$ cat config.mk
export PLATFORM = sky130hd
export DESIGN_NAME = latch_writer
export DESIGN_NICKNAME = d
export VERILOG_FILES = /design/src/rtl/latch_writer.sv
export SDC_FILE = /design/constraint.sdc
export NUM_CORES = 1
export LEC_CHECK = 0
export ABC_AREA = 1
export CAP_MARGIN = 25
export CELL_PAD_IN_SITES_DETAIL_PLACEMENT = 0
export CELL_PAD_IN_SITES_GLOBAL_PLACEMENT = 1
export CORE_MARGIN = 8
export CORE_UTILIZATION = 40
export DETAILED_ROUTE_END_ITERATION = 10
export DONT_BUFFER_PORTS = 1
export PLACE_DENSITY = 0.69
export SYNTH_ARGS = -nofsm -noshare
export SYNTH_HDL_FRONTEND = slang
export SYNTH_SLANG_ARGS = --single-unit
$ cat constraint.sdc
create_clock -name clk -period 2.1 [get_ports clk]
set_clock_uncertainty 0.05 [all_clocks]
set_input_delay 0.315 -clock clk [delete_from_list [all_inputs] [get_ports clk]]
set_output_delay 0.315 -clock clk [all_outputs]
set_load 0.01 [all_outputs]
$ cat src/rtl/latch_writer.sv
// Serial gate-pulse writer for a level-sensitive D latch: accepts a word, then sends it LSB first
// as SETUP/STROBE/HOLD frames. Define LATCH_WRITER_PARITY_EN to append an odd-parity frame.
module latch_writer #(
  parameter int WIDTH = 8,
  parameter int SETUP = 1,
  parameter int PULSE = 2,
  parameter int HOLD  = 1
) (
  input  logic             clk,
  input  logic             rst,
  input  logic [WIDTH-1:0] in_data,
  input  logic             in_valid,
  output logic             in_ready,
  output logic             d_out,
  output logic             d_out_n,
  output logic             g_out,
  output logic             busy,
  output logic             done
);

`ifdef LATCH_WRITER_PARITY_EN
  localparam int NBITS = WIDTH + 1;
`else
  localparam int NBITS = WIDTH;
`endif

  localparam int MAXPH = (SETUP > PULSE) ? ((SETUP > HOLD) ? SETUP : HOLD)
                                         : ((PULSE > HOLD) ? PULSE : HOLD);
  localparam int CW = $clog2(MAXPH) + 1;
  localparam int IW = $clog2(WIDTH + 1);

  typedef enum logic [1:0] {S_IDLE, S_SETUP, S_STROBE, S_HOLD} state_t;

  state_t           state_q, state_d;
  logic [CW-1:0]    cnt_q, cnt_d;
  logic [IW-1:0]    idx_q, idx_d;
  logic [NBITS-1:0] sh_q;
  logic             d_out_q, g_out_q, done_q, busy_q;
  logic             accept, load, shift, last_bit;
  logic [CW-1:0]    hold_end;

  assign in_ready = (state_q == S_IDLE) && !rst;
  assign accept   = in_valid && in_ready;
  assign last_bit = (idx_q == IW'(NBITS - 1));
  // Outputs lag the state by one register; the final HOLD runs one extra
  // cycle so IDLE (and in_ready) line up with the registered done pulse.
  assign hold_end = last_bit ? CW'(HOLD) : CW'(HOLD - 1);

  always_comb begin
    state_d = state_q;
    cnt_d   = cnt_q;
    idx_d   = idx_q;
    load    = 1'b0;
    shift   = 1'b0;
    case (state_q)
      S_IDLE: begin
        if (accept) begin
          state_d = S_SETUP;
          cnt_d   = '0;
          idx_d   = '0;
          load    = 1'b1;
        end
      end
      S_SETUP: begin
        if (cnt_q == CW'(SETUP - 1)) begin
          state_d = S_STROBE;
          cnt_d   = '0;
        end else begin
          cnt_d = cnt_q + CW'(1);
        end
      end
      S_STROBE: begin
        if (cnt_q == CW'(PULSE - 1)) begin
          state_d = S_HOLD;
          cnt_d   = '0;
        end else begin
          cnt_d = cnt_q + CW'(1);
        end
      end
      S_HOLD: begin
        if (cnt_q == hold_end) begin
          cnt_d = '0;
          if (last_bit) begin
            state_d = S_IDLE;
          end else begin
            state_d = S_SETUP;
            idx_d   = idx_q + IW'(1);
            shift   = 1'b1;
          end
        end else begin
          cnt_d = cnt_q + CW'(1);
        end
      end
      default: state_d = S_IDLE;
    endcase
  end

  always_ff @(posedge clk or posedge rst) begin
    if (rst) begin
      state_q <= S_IDLE;
      cnt_q   <= '0;
      idx_q   <= '0;
      d_out_q <= 1'b0;
      g_out_q <= 1'b0;
      done_q  <= 1'b0;
      busy_q  <= 1'b0;
    end else begin
      state_q <= state_d;
      cnt_q   <= cnt_d;
      idx_q   <= idx_d;
      d_out_q <= (state_q == S_SETUP) ? sh_q[0] : d_out_q;
      g_out_q <= (state_q == S_STROBE);
      done_q  <= (state_q == S_HOLD) && (state_d == S_IDLE);
      busy_q  <= (state_d != S_IDLE);
    end
  end

  always_ff @(posedge clk) begin
    if (load) begin
`ifdef LATCH_WRITER_PARITY_EN
      sh_q <= {~^in_data, in_data};
`else
      sh_q <= in_data;
`endif
    end else if (shift) begin
      sh_q <= sh_q >> 1;
    end
  end

  assign d_out   = d_out_q;
  assign d_out_n = ~d_out_q;
  assign g_out   = g_out_q;
  assign busy    = busy_q;
  assign done    = done_q;

endmodule

Word level (Yosys, flattened, before mapping)
Cells that the tools add are included.
- register bits after elaboration: 20
- input port bits: 11
- output and inout bits: 6
- logic and storage cells: 54
- add/sub/neg operators: 2
- equality and inequality tests: 9
- muxes and demuxes: 23
- bitwise operators: 1
- reduce and logical (&&, ||, !) cells: 11
- operators by type and width (kind ; count):
    $mux W2 ; 8
    $mux W8 ; 2
    $pmux W2 S4 ; 2
    $mux W4 ; 3
    $pmux W4 S2 ; 1
    $mux W1 ; 7
    $logic_not A2 Y1 ; 3
    $ne A2 B2 Y1 const B ; 3
    $reduce_bool A2 Y1 ; 3
    $add A4 B1 Y4 const B ; 1
    $eq A2 B1 Y1 const B ; 2
    $eq A2 B2 Y1 const B ; 2
    $eq A4 B3 Y1 const B ; 1
    $reduce_and A4 Y1 ; 1
    $logic_and A1 B1 Y1 ; 3
    $add A2 B1 Y2 const B ; 1
    $eq A2 B1 Y1 ; 1
    $logic_not A1 Y1 ; 1
    $not A1 Y1 ; 1

Logic depth before layout (Yosys ltp)
- word-level depth: 7
- depth in mapped cells: 10
- depth with buffers taken out: 10

Least setup slack after synthesis
No wires, ideal clock.
- path type: input-to-reg
- start point: input port rst
- end point: register sh_q[0], data pin
- setup time: 0.260 ns
- arrival: 1.242 ns
- data required time: 1.790 ns
- setup slack: 0.548 ns
- stages: 4
- buffers on the path: 1
- path through: inv_1 -> nand3_4 -> buf_6 -> mux2_4
- word-level cells in the longest chain between the ends: 6
- RTL lines (element ; RTL line ; source):
    from (decl) ; 10 ; input logic rst,
    $logic_not A1 Y1 (no source line) ; -- ;
    $logic_and A1 B1 Y1 ; 42 ; assign in_ready = (state_q == S_IDLE) && !rst;
    $logic_and A1 B1 Y1 ; 43 ; assign accept = in_valid && in_ready;
    $mux W1 ; 57 ; if (accept) begin
    $mux W1 ; 55 ; case (state_q)
    $mux W8 ; 119 ; if (load) begin
    to (signal assigned) ; 123 ; sh_q <= in_data;
    to (signal assigned) ; 126 ; sh_q <= sh_q >> 1;
    to (decl) ; 37 ; logic [NBITS-1:0] sh_q;
No other way between the ends.
A chain may end at the register's enable or synchronous reset.

Final worst setup path
- start point: register state_q[1]
- end point: output port in_ready
- word-level cells in the longest chain between the ends: 2
- RTL lines (element ; RTL line ; source):
    from (decl) ; 34 ; state_t state_q, state_d;
    from (signal assigned) ; 108 ; state_q <= state_d;
    $logic_not A2 Y1 ; 42 ;
    $logic_and A1 B1 Y1 ; 42 ;
    to (decl) ; 13 ; output logic in_ready,
No other way between the ends.

==> reports/metrics.csv <==
metric;value;unit
dpl ws;0.579;ns
Fill cells;250;
Hold Startpoint;in_data[1];
fin area;1130;sq um
Synth Instances;102;
register area share after synthesis;51.4;%
Crit path largest cell delay;0.49;ns
Critical Path Sink Type;primary output;
Initial Utilization;42.5;%
DIE WIDTH;67.3;microns
setup_tns;0;ns
CTS Buffer Depth;2;
total CTS buffers;3;
# diodes;0;
post-DR wirelength/cell;14.1;microns
crit-path max FO;7;
Yosys Warn Count;0;
vias in the first global route;722;
post-synth top area cell;dfrtp_1;
Skew-Pair Late Insertion Delay;0.31;ns
post-route worst setup slack;0.528;ns
Required @ worst endpoint;1.74;ns
Worst IR Drop VDD;0.562;mV
launch point of the worst path;state_q[1];
Max Cap Viol;0;
root buffer cell;clkbuf_4;
RSZ-0062 raised after global routing;false;
share of the synthesized area in the top cell type;28.5;%
Worst Hold Class;input pin to flip-flop;
core footprint;2480;sq um
clock-pin slew on the worst setup and hold paths;0.12;ns
critical path endpoint;in_ready;
Synth Net Count;117;
largest net degree at the start of global routing;16;
DRC violations left;0;
# Post-CTS Setup Buffers;0;
Tightest Pin Transition;0.412;ns
port bufs;0;
R2R cell count;3;
Starting DRT DRC Count;29;
Post-Route WL;1.93;mm
# rows;18;
outcome;finished clean;
# H-tree levels;1;
Buf/Inv on CP;0;
layout cells sized above 1;16.8;%
Ports;17;
RR Endpoint;sh_q[6];
synth unique cells;20;
P&R area growth vs syn;7.61;%
synthesis-stage register bit count;20;
via count;670;
die height;67.3;microns
Mapped Avg Cell Area;10.3;sq um
Area contributors post-synth;dfrtp_1, edfxtp_1, mux2_4;
fin crit period;1.57;ns
Period Utilization, post-route;74.9;%
die footprint;4530;sq um
dpl cell area;1090;sq um
Worst slew margin;72.3;%
Placer Congestion;0.779;
Arr. time, crit path;1.21;ns
FMAX;0.636;GHz
Worst path top cell family by delay;flip-flops;
initial antenna violation count;0;
Via density;4.89;
post-route ant nets;0;
worst setup path class;flip-flop to primary output;
origin of the critical flop-to-flop path;state_q[1];
critical path launch point type;flip-flop;
Final Max Slew Viols;0;
final hold viol count;0;
flop2flop setup slack;0.56;ns
crit-path cells;nor3_1;
Final setup viols;0;
cts hold-fix bufs;1;
Net count, final;123;
post-synthesis cell area;1050;sq um
stages on the worst setup path;1;
Congestion Overflow GR;0;
clock sink count;20;
Slowest-stage cell, CP;dfrtp_1;
post-CTS sizing;0;
dpl hpwl;1.46;mm
leakage power;0.528;nW
drt pass-1 iters;4;
first-pass GRT wire length;3.22;mm
TritonCTS clock tree;built;
power density over cell area;1320;nW/um^2
GRT Total Usage;9.40;%
-- routing by layer --
| metal | share of wire [%] | up-vias | track usage (%) |
|---|---|---|---|
| li1 | - | 345 | - |
| met4 | 0.88 | 0 | 3.92 |
| met5 | 0 | - | 0 |
| met1 | 47 | 312 | 11.2 |
| met2 | 47 | 11 | 15.3 |
| met3 | 4.2 | 2 | 2.98 |
-- flip-flops by register name, summed over array words and instances, names as in the netlist --
register,count
idx_q,4
busy,1
d_out,1
state_q,2
cnt_q,2
sh_q,8
g_out,1
done,1
-- layout make-up --
cell class,instances,area [sq um],area share [%]
tap,30,37.5,3.31
clock buffer,4,36.3,3.20
inverter,17,68.8,6.08
multi-input combinational,64,432,38.1
sequential,20,541,47.7
timing repair buffer,2,17.5,1.55
-- worst min-delay path by stage --
stage | end | slack (ns) | cells after the start
final | sh_q[1] | 0.16 | 1
after global routing | sh_q[2] | 0.15 | 1
after CTS | sh_q[7] | 0.16 | 2
after detailed placement | state_q[1] | 0.24 | 2
after global placement | state_q[1] | 0.24 | 2
after floorplan | busy | 0.16 | 1
-- logic make-up after synthesis --
family                     synth area share, %
muxes                                     9.99
DFF                                       51.4
buffers and inverters                     7.61
AOI/OAI and AO/OA                         3.80
and+or+nand+nor                           22.5
adders and majority gates                 4.76
-- report_power, final --
| group | switching (W) | total (W) | leakage, nW | internal [W] |
|---|---|---|---|---|
| Clock | 0.000122 | 0.000228 | 0.0210 | 0.000106 |
| Combinational | 0.000356 | 0.000576 | 0.281 | 0.000220 |
| Sequential | 0.000112 | 0.000692 | 0.226 | 0.000580 |
| Total | 0.000590 | 0.00150 | 0.528 | 0.000905 |
-- cell usage after synthesis --
cell      number
nand2_1       20
inv_1         16
dfrtp_1       12
edfxtp_1       8
nand3_1        8
mux2_4         7
nor2_1         7
ha_1           4
o21ai_0        4
a21oi_1        3
nor3_1         3
nand4_1        2
buf_6          1
clkinv_4       1
nand2_2        1
nand2_4        1
nand3_4        1
nand4_4        1
nor2_4         1
o21ai_1        1
-- cell usage in the layout, fill, tap and decap left out, drive strengths merged, types with 3 or more instances in the layout --
cell and n:
o21ai 5, edfxtp 8, a21oi 3, dfrtp 12, nand2 22, ha 4, nor2 8, clkbuf 4
inv 16, nor3 3, mux2 7, nand4 3, nand3 9
-- through the flow --
stage / total power (W) / utilization [%] / hold slack [ns] / instances
CTS: 0.00152 / 45.7 / 0.161 / 137
detailed placement: 0.00128 / 43.8 / 0.243 / 132
finish: 0.00150 / 45.7 / 0.165 / 137
floorplan: 0.00116 / - / 0.160 / 102
global placement: 0.00127 / 43.8 / 0.239 / 132
global route: 0.00162 / 45.7 / 0.148 / 137
No activity file was read; power rests on OpenSTA's default activity.
